$ cat config.mk
export PLATFORM = sky130hd
export DESIGN_NAME = fx_arb
export DESIGN_NICKNAME = d
export VERILOG_FILES = /design/src/rtl/fx_arb_pkg.sv /design/src/rtl/fx_rr_pick.sv /design/src/rtl/fx_arb.sv
export SDC_FILE = /design/constraint.sdc
export NUM_CORES = 1
export LEC_CHECK = 0
export BUFFER_PORTS_ARGS = -buffer_cell sky130_fd_sc_hd__buf_2
export CORE_ASPECT_RATIO = 0.5
export CORE_MARGIN = 4
export CORE_UTILIZATION = 45
export DETAILED_ROUTE_END_ITERATION = 12
export HOLD_SLACK_MARGIN = 0.12
export PLACE_DENSITY_LB_ADDON = 0.15
export SYNTH_ARGS = -nofsm -noshare
export SYNTH_HDL_FRONTEND = slang
export SYNTH_HIERARCHICAL = 1
export SYNTH_SLANG_ARGS = --single-unit
$ cat constraint.sdc
create_clock -name clk_sys -period 3.93 [get_ports clk_sys]
set_input_delay 0.786 -clock clk_sys [delete_from_list [all_inputs] [get_ports clk_sys]]
set_output_delay 0.786 -clock clk_sys [all_outputs]
set_load 0.1 [all_outputs]
$ cat src/rtl/fx_arb_pkg.sv
`default_nettype none
// +------------------------------------------------------------------+
// | fx_arb_pkg : shared widths, state encoding and defaults          |
// | rev 1.0                                                          |
// +------------------------------------------------------------------+
package fx_arb_pkg;
  localparam int FX_AW      = 22;
  localparam int FX_DW      = 8;
  localparam int RD_LAT_DEF = 2;

  typedef enum logic [2:0] {
    IDLE  = 3'd0,
    WR    = 3'd1,
    RD    = 3'd2,
    RWAIT = 3'd3,
    ACK   = 3'd4
  } state_t;
endpackage
`default_nettype wire

$ cat src/rtl/fx_rr_pick.sv
`default_nettype none
// +------------------------------------------------------------------+
// | fx_rr_pick : combinational 2-way round-robin picker              |
// | rev 1.0                                                          |
// +------------------------------------------------------------------+
module fx_rr_pick (
  input  logic [1:0] req,
  input  logic       last,
  output logic       gnt_valid,
  output logic       gnt_idx
);
  always_comb begin
    gnt_valid = |req;
    gnt_idx   = 1'b0;
    case (req)
      2'b01:   gnt_idx = 1'b0;
      2'b10:   gnt_idx = 1'b1;
      2'b11:   gnt_idx = ~last;  // tie goes to whoever was not granted last
      default: gnt_idx = 1'b0;
    endcase
  end
endmodule
`default_nettype wire

$ cat src/rtl/fx_arb.sv
`default_nettype none
// +------------------------------------------------------------------+
// | fx_arb : two-master arbiter onto a single fixed-latency slave    |
// | rev 1.0                                                          |
// +------------------------------------------------------------------+
module fx_arb
  import fx_arb_pkg::*;
#(
  parameter int RD_LAT = RD_LAT_DEF
) (
  input  logic             clk_sys,
  input  logic             rst,
  input  logic             m0_req,
  input  logic             m0_wr,
  input  logic [FX_AW-1:0] m0_addr,
  input  logic [FX_DW-1:0] m0_wdata,
  output logic             m0_ack,
  output logic [FX_DW-1:0] m0_rdata,
  input  logic             m1_req,
  input  logic             m1_wr,
  input  logic [FX_AW-1:0] m1_addr,
  input  logic [FX_DW-1:0] m1_wdata,
  output logic             m1_ack,
  output logic [FX_DW-1:0] m1_rdata,
  output logic             fx_wr,
  output logic [FX_AW-1:0] fx_waddr,
  output logic [FX_DW-1:0] fx_data,
  output logic             fx_rd,
  output logic [FX_AW-1:0] fx_raddr,
  input  logic [FX_DW-1:0] fx_q
);
  localparam logic [3:0] LAT4 = 4'(RD_LAT);

  state_t           state;
  logic             last;
  logic [3:0]       cnt;
  logic             gnt_valid;
  logic             gnt_idx;
  logic             win_wr;
  logic [FX_AW-1:0] win_addr;
  logic [FX_DW-1:0] win_wdata;

  fx_rr_pick u_pick (
    .req       ({m1_req, m0_req}),
    .last      (last),
    .gnt_valid (gnt_valid),
    .gnt_idx   (gnt_idx)
  );

  assign win_wr    = gnt_idx ? m1_wr    : m0_wr;
  assign win_addr  = gnt_idx ? m1_addr  : m0_addr;
  assign win_wdata = gnt_idx ? m1_wdata : m0_wdata;

  // 'last' doubles as the index of the transaction in flight.
  always_ff @(posedge clk_sys or posedge rst) begin
    if (rst) begin
      state    <= IDLE;
      last     <= 1'b1;
      cnt      <= 4'd0;
      fx_wr    <= 1'b0;
      fx_rd    <= 1'b0;
      fx_waddr <= '0;
      fx_raddr <= '0;
      fx_data  <= '0;
      m0_ack   <= 1'b0;
      m1_ack   <= 1'b0;
      m0_rdata <= '0;
      m1_rdata <= '0;
    end else begin
      fx_wr  <= 1'b0;
      fx_rd  <= 1'b0;
      m0_ack <= 1'b0;
      m1_ack <= 1'b0;
      case (state)
        IDLE: begin
          if (gnt_valid) begin
            last     <= gnt_idx;
            fx_waddr <= win_addr;
            fx_raddr <= win_addr;
            fx_data  <= win_wdata;
            if (win_wr) begin
              fx_wr <= 1'b1;
              state <= WR;
            end else begin
              fx_rd <= 1'b1;
              state <= RD;
            end
          end
        end
        WR: begin
          state <= ACK;
          if (last) m1_ack <= 1'b1;
          else      m0_ack <= 1'b1;
        end
        RD: begin
          cnt   <= LAT4;
          state <= RWAIT;
        end
        RWAIT: begin
          if (cnt == 4'd1) begin
            cnt   <= 4'd0;
            state <= ACK;
            if (last) begin
              m1_ack   <= 1'b1;
              m1_rdata <= fx_q;
            end else begin
              m0_ack   <= 1'b1;
              m0_rdata <= fx_q;
            end
          end else begin
            cnt <= cnt - 4'd1;
          end
        end
        ACK:     state <= IDLE;
        default: state <= IDLE;
      endcase
    end
  end
endmodule
`default_nettype wire

==> results.yml, run 1 <==
critical_path:
  crit_path_end: "state[1]"
  rr_endpoint: "m0_rdata[2]"
  reg2regPathDepth: 5
  critPathKind: "input port to flop"
  crit_path_max_fanout: 18
  rrSetupSlack_ns: 1.94
  cp-end-kind: "flop"
  crit_start: "m0_req"
  r2r_start: "cnt[1]"
  cp.arrival_ns: 2.33
  required_ns: 4.17
  start_kind: "input port"
placement:
  hpwl_um: 4547
  place_congestion: 0.8038
  portBuffers: 145
  dp.cells: 426
synthesis:
  synth_area_um2: 2700
  synth_top_cell_by_area: "dfrtp_1"
  synth_area_leaders: "dfrtp_1 53%, mux2i_1 11%, mux2_2 7.5%, a21oi_1 6.3%, buf_4 6.1%"
  synth_fp_nets: 315
  synth_seq_cells: 58
  yosysWarnings: 6
  synth.avg_cell_area_um2: 11.30
  synth_top_area_share_pct: 52.83
  yosysUniqueCellTypes: 32
  syn-instance-count: 239
  yosysSeqAreaShare_pct: 53.80
cts:
  cts_root_buffer: "clkbuf_16"
  cts_buffer_depth: 2
  cts_num_sinks: 58
  cts_setup_buffers: 0
  cts_tree: "yes"
  cts_max_level: 3
  ctsHoldBuffers: 0
  clock_latency_ns: 0.31
  cts_made_buffers: 9
  cts_resized: 0
  path_clk_slew_ns: 0.05
detailed_routing:
  wl_per_cell_um: 13.44
  routed_via_density: 4.868
  vias: 2147
  postRouteWirelength_um: 5928
  dr.first_iter.drc_count: 53
  antenna_left: 0
  drc: 0
  dr.pass1.iters: 4
layout:
  drive_gt1_share_pct: 50.54
  stdcell_count: 441
  final_common_cell: "buf_2"
  ff_latch_area_um2: 1453
  multiInputGateArea_um2: 1036
  antenna_cells: 0
  syn2layout_area_growth_pct: 34.99
  nets: 440
  fillers: 458
  final_cell_mix: "145 x buf_2, 57 x dfrtp_1, 34 x a21oi_1"
global_routing:
  grt_pass1_vias: 2191
  grt_use_total_pct: 16.67
  grt_max_degree: 64
  grt_antenna_before_repair: 0
  overflow: 0
  grt_pass1_wl_um: 10070
floorplan:
  die_area_um2: 7379
  ioPinCount: 146
  die_x_um: 117.5
  die-height_um: 62.78
  start_util_pct: 47.92
  row_count: 19
  coreArea_um2: 5634
timing:
  hold_viol: 0
  timing.final.crit_period_ns: 2.091
  setup-violations-final: 0
  slew_viol_final: 0
  rsz0062_at_grt: "no"
  tns_ns: 0
  skew_ns: 0.004095
  fmax_mhz: 478.3
  fin_crit_sh_pct: 53.20
  tightest_slew_ns: 0.8149
  slew_headroom_pct: 45.60
status:
  status: "complete, no violations"
hold_path:
  hold_class: "flop to flop"
  min_from: "m0_rdata[6]"
job:
  maxCapViolations: 0
## sequential cells by signal, indices dropped and copies added (netlist names)
register  flops
last          1
cnt           4
fx_raddr     22
m1_ack        1
m0_rdata      8
fx_rd         1
m0_ack        1
m1_rdata      8
fx_data       8
fx_wr         1
state         3
## worst min path at each step
| stage | end | slack (ns) | depth (start not counted) |
|---|---|---|---|
| floorplan | cnt[1] | 0.50 | 1 |
| global placement | m0_rdata[2] | 0.48 | 1 |
| detailed placement | m1_rdata[2] | 0.49 | 1 |
| CTS | m0_rdata[6] | 0.50 | 1 |
| global route | m0_rdata[6] | 0.52 | 1 |
| finish | m0_rdata[6] | 0.50 | 1 |
## final cells by class
class,count,area share (%)
sequential,58,39.86
inverter,3,0.3090
multi-input combinational,144,28.42
timing repair buffer,148,20.53
clock buffer,13,7.415
tap,73,2.506
clock inverter,2,0.9612
## layer usage
layer  track usage [%]  wire length, um
met1             17.86             2394
met2             29.89             3007
met3             7.685              510
met4             4.818               16
met5                 0                0
## critical path: stages
cell and delay [ns]:
buf_2 0.12, a21boi_4 0.53, buf_4 0.42, mux2i_1 0.25
a21oi_1 0.09, a21oi_1 0.12
## kinds of logic (layout without fill, tap and decap cells)
family                     count (synthesis)  in the layout  synth area share (%)
AOI/OAI and AO/OA                         42             42                 8.387
DFF                                       58             58                 53.80
and+or+nand+nor                           51             51                 9.407
buffers and inverters                     37            166                 8.480
muxes                                     49             49                 19.00
adders and majority gates                  2              2                0.9266
## per-stage QoR
stage / hold slack (ns) / util (%) / setup slack, ns / area [um2]
floorplan: 0.4981 / - / 1.718 / 2700
global placement: 0.4838 / 59.27 / 1.559 / 3339
detailed placement: 0.4878 / 59.27 / 1.494 / 3339
CTS: 0.5013 / 64.69 / 1.821 / 3645
global route: 0.5240 / 64.69 / 1.688 / 3645
finish: 0.4968 / 64.69 / 1.839 / 3645
## cells in the mapped netlist
library cell / number
or2_1: 1
or3b_1: 1
nor2_1: 32
nand3_1: 2
and2_1: 3
o31ai_1: 1
nand3b_1: 2
nor3b_1: 1
nor3_1: 1
mux2_2: 18
and3b_1: 1
buf_2: 6
buf_1: 2
dfrtp_1: 57
dfstp_2: 1
nand2b_1: 1
a31oi_1: 2
nand2_1: 1
a21boi_1: 1
a21oi_1: 34
nor3_4: 1
inv_1: 3
nor4b_1: 1
or2_2: 1
o21ai_0: 2
buf_4: 22
ha_1: 2
o2bb2ai_1: 1
mux2i_1: 31
nor2b_1: 2
o211a_1: 1
clkbuf_1: 4
Power of run 1 is not shown: default switching activity piles up to over one toggle a cycle in this logic, so the estimate is an artifact.
==> run 2: changes to the inputs <==
==> constraint.sdc (replaced) <==
create_clock -name clk_sys -period 2.1 [get_ports clk_sys]
set_input_delay 0.42 -clock clk_sys [delete_from_list [all_inputs] [get_ports clk_sys]]
set_output_delay 0.42 -clock clk_sys [all_outputs]
set_load 0.1 [all_outputs]
==> run 2 against run 1 <==
Routed wire length is 6.6% higher. Die area unchanged. Setup slack worse by 1.7 ns. Critical endpoint is now m0_rdata[2].
==> results.yml, run 2 (synthesis results as in run 1) <==
critical_path:
  reg2regPathDepth: 5
  crit_buf_inv: 1
  slowest_stage: "or3b_1"
  crit_path_end: "m0_rdata[2]"
  start_kind: "flop"
  crit_path_max_fanout: 8
  max_stage_delay_ns: 0.46
  r2r_start: "cnt[1]"
  rr_endpoint: "m0_rdata[2]"
  path_delay_family: "simple AND/OR/NAND/NOR gates"
  required_ns: 2.30
  rrSetupSlack_ns: 0.14
  crit_chain: "inv_1, ha_1, or3b_1, nor3_4, mux2_2"
  critPathKind: "flop to flop"
  path_depth: 5
  cp.arrival_ns: 2.15
  cp-end-kind: "flop"
  crit_start: "cnt[1]"
detailed_routing:
  postRouteWirelength_um: 6318
  vias: 2140
  routed_via_density: 4.809
  dr.pass1.iters: 4
  drc: 0
  antenna_left: 0
  dr.first_iter.drc_count: 101
  wl_per_cell_um: 14.20
job:
  maxCapViolations: 0
layout:
  antenna_cells: 0
  fillers: 456
  final_common_cell: "buf_2"
  ff_latch_area_um2: 1453
  final_cell_mix: "145 x buf_2, 57 x dfrtp_1, 34 x a21oi_1"
  multiInputGateArea_um2: 1036
  nets: 443
  syn2layout_area_growth_pct: 37.81
  top_register: "fx_raddr"
  drive_gt1_share_pct: 51.08
  largest_reg_flops: 22
floorplan:
  die-height_um: 62.78
  ioPinCount: 146
  coreArea_um2: 5634
  die_area_um2: 7379
  start_util_pct: 47.92
  die_x_um: 117.5
  row_count: 19
timing:
  fin_crit_sh_pct: 93.10
  setup-violations-final: 0
  fmax_mhz: 511.5
  timing.final.crit_period_ns: 1.955
  tightest_slew_ns: 0.4952
  hold_viol: 0
  tns_ns: 0
  skew_ns: 0.006717
  slew_viol_final: 0
  rsz0062_at_grt: "no"
  slew_headroom_pct: 67.21
cts:
  path_clk_slew_ns: 0.06
  clock_latency_ns: 0.32
  cts_made_buffers: 9
  cts_tree: "yes"
  cts_num_sinks: 58
  cts_setup_buffers: 0
  cts_max_level: 3
  cts_root_buffer: "clkbuf_16"
  ctsHoldBuffers: 1
  cts_resized: 0
  cts_buffer_depth: 2
global_routing:
  grt_antenna_before_repair: 0
  overflow: 0
  grt_pass1_vias: 2232
  grt_max_degree: 42
  grt_use_total_pct: 17.63
  grt_pass1_wl_um: 10640
status:
  status: "complete, no violations"
placement:
  place_congestion: 0.8687
  portBuffers: 145
  hpwl_um: 4857
hold_path:
  hold_class: "input port to flop"
-- run 2: changes by cell type in the layout (fill, tap and decap cells not counted), sizes merged --
cell and delta:
clkinv +2, bufinv +1, buf +2, dlygate4sd3 +1, clkbuf -4, clkinvlp +2
-- run 2: worst min-delay path by stage --
| stage | from | endpoint | slack [ns] | cells past startpoint |
|---|---|---|---|---|
| 6_report | fx_q[2] | m1_rdata[2] | 0.35 | 2 |
| 2_1_floorplan | state[0] | cnt[1] | 0.50 | 1 |
| 5_1_grt | fx_q[6] | m1_rdata[6] | 0.34 | 2 |
| 3_5_place_dp | rst | fx_data[0] | 0.43 | 2 |
| 4_1_cts | fx_q[2] | m1_rdata[2] | 0.34 | 2 |
| 3_3_place_gp | rst | fx_data[0] | 0.43 | 2 |
-- run 2: metrics by stage --
step                utilization (%)  std cells  cell area, um2  worst slack, ns  hold WS (ns)
floorplan                         -        239            2700           0.2537        0.4981
global placement              60.20        428            3392           0.2060        0.4277
detailed placement            60.20        428            3392           0.1332        0.4300
CTS                           66.04        445            3721           0.1305        0.3392
global route                  66.04        445            3721          0.02303        0.3444
finish                        66.04        445            3721           0.1450        0.3453
-- run 2: cell type report --
cell class / count / share of cell area [%]
flip-flops and latches: 58 / 39.04
inverters: 3 / 0.3026
clock inverters: 7 / 2.522
well taps: 73 / 2.455
repair buffers: 151 / 21.79
multi-input cells: 144 / 27.84
clock buffers: 9 / 6.052
-- run 2: worst register-to-register path: cells and delay by family (launching register included) --
kind                     cells  cell delay, ns
flip-flops                   1            0.39
multiplexers                 1            0.39
adder cells (fa/ha/maj)      1            0.16
buffers and inverters        1            0.09
AND/OR/NAND/NOR              2            0.82
-- run 2: layer usage --
metal / vias to the layer above / GRT usage, % / wire [um]
li1: 1062 / - / -
met3: 4 / 7.233 / 457
met1: 999 / 19.95 / 2564
met5: - / 0 / 0
met4: 0 / 4.380 / 31
met2: 75 / 31.32 / 3264
Power of run 2 is left out for the same reason.
==> run 3: changes to the inputs <==
--- a/config.mk
+++ b/config.mk
@@ -11,7 +11,7 @@
 export CORE_UTILIZATION = 45
 export DETAILED_ROUTE_END_ITERATION = 12
 export HOLD_SLACK_MARGIN = 0.12
-export PLACE_DENSITY_LB_ADDON = 0.15
+export PLACE_DENSITY = 0.89
 export SYNTH_ARGS = -nofsm -noshare
 export SYNTH_HDL_FRONTEND = slang
 export SYNTH_HIERARCHICAL = 1
==> run 3 against run 2 <==
Hold slack worse by 0.19 ns. Clock-buffer cell count did not move. Cell count shrank 0.22%. Critical path type unchanged.
==> results.yml, run 3 (synthesis results as in run 1) <==
timing:
  fmax_mhz: 512.1
  tns_ns: 0
  finalWorstSetupSlack_ns: 0.1474
  skew_ns: 0.004878
  rsz0062_at_grt: "no"
  setup-violations-final: 0
  tightest_slew_ns: 0.4961
  slew_headroom_pct: 67.15
  hold_viol: 0
  fin_crit_sh_pct: 92.98
  slew_viol_final: 0
  fin_hold_ws_ns: 0.1526
  timing.final.crit_period_ns: 1.953
placement:
  portBuffers: 145
  hpwl_um: 4842
  place_congestion: 0.8583
  pre_cts_ws_ns: 0.1451
global_routing:
  grt_use_total_pct: 17.64
  grt_max_degree: 59
  grt_antenna_before_repair: 0
  grt_pass1_wl_um: 10740
  overflow: 0
  grt_pass1_vias: 2300
cts:
  cts_max_level: 3
  cts_resized: 0
  cts_tree: "yes"
  cts_setup_buffers: 0
  cts_num_sinks: 58
  clock_latency_ns: 0.32
  ctsHoldBuffers: 0
  path_clk_slew_ns: 0.05
  cts_root_buffer: "clkbuf_16"
  cts_buffer_depth: 2
  cts_made_buffers: 9
critical_path:
  start_kind: "flop"
  crit_path_end: "m0_rdata[4]"
  rr_endpoint: "m0_rdata[4]"
  reg2regPathDepth: 5
  required_ns: 2.30
  crit_start: "cnt[1]"
  cp-end-kind: "flop"
  r2r_start: "cnt[1]"
  cp.arrival_ns: 2.16
  critPathKind: "flop to flop"
  rrSetupSlack_ns: 0.15
  crit_path_max_fanout: 8
detailed_routing:
  vias: 2138
  drc: 0
  routed_via_density: 4.815
  antenna_left: 0
  dr.pass1.iters: 4
  postRouteWirelength_um: 6341
  dr.first_iter.drc_count: 87
  wl_per_cell_um: 14.28
floorplan:
  die-height_um: 62.78
  die_area_um2: 7379
  coreArea_um2: 5634
  ioPinCount: 146
  die_x_um: 117.5
  start_util_pct: 47.92
  row_count: 19
job:
  maxCapViolations: 0
layout:
  syn2layout_area_growth_pct: 35.54
  fillers: 471
  final_util_pct: 64.96
  largest_reg_flops: 22
  final_cell_mix: "145 x buf_2, 57 x dfrtp_1, 34 x a21oi_1"
  antenna_cells: 0
  nets: 442
  final_common_cell: "buf_2"
  drive_gt1_share_pct: 51.21
  top_register: "fx_raddr"
hold_path:
  hold_class: "input port to async pin"
status:
  status: "complete, no violations"
## run 3: cell types whose count changed in the layout (fill, tap and decap cells not counted)
cell	previous run	this run
clkinv_2	2	0
buf_4	2	3
clkinvlp_4	2	5
inv_6	0	1
bufinv_16	2	0
buf_12	3	2
dlygate4sd3_1	1	0
## run 3: per-layer routing
metal / wire length, um / GRT usage, % / share of wire (%) / vias up
li1: - / - / - / 1055
met4: 23 / 4.526 / 0.36 / 0
met2: 3502 / 33.48 / 55 / 51
met5: 0 / 0 / 0 / -
met1: 2455 / 18.62 / 39 / 1030
met3: 360 / 6.600 / 5.7 / 2
## run 3: worst min-delay path by stage
stage | from | end | slack (ns)
after floorplan | state[0] | cnt[1] | 0.50
after global placement | m1_rdata[3] | m1_rdata[3] | 0.48
after detailed placement | m1_rdata[4] | m1_rdata[4] | 0.49
after CTS | rst | fx_raddr[9] | 0.16
after global routing | rst | fx_raddr[11] | 0.18
final | rst | fx_raddr[5] | 0.15
## run 3: layout make-up
cell class,count,area (um2),area share (%)
Clock buffer,9,225.2,6.154
Clock inverter,7,55.05,1.504
Inverter,3,11.26,0.3077
Multi-Input combinational cell,144,1036,28.31
Sequential cell,58,1453,39.69
Tap cell,73,91.34,2.496
Timing Repair Buffer,150,788.3,21.54
## run 3: worst max-delay path, cell delays in order (launching register included)
cell     delay, ns
dfrtp_1       0.38
inv_1         0.09
ha_1          0.15
or3b_1        0.46
nor3_4        0.37
mux2_2        0.39
## run 3: metrics by stage
stage | cell area (um2) | instances
after floorplan | 2700 | 239
after global placement | 3379 | 428
after detailed placement | 3379 | 428
after CTS | 3660 | 444
after global routing | 3660 | 444
final | 3660 | 444
Power of run 3 is left out for the same reason.
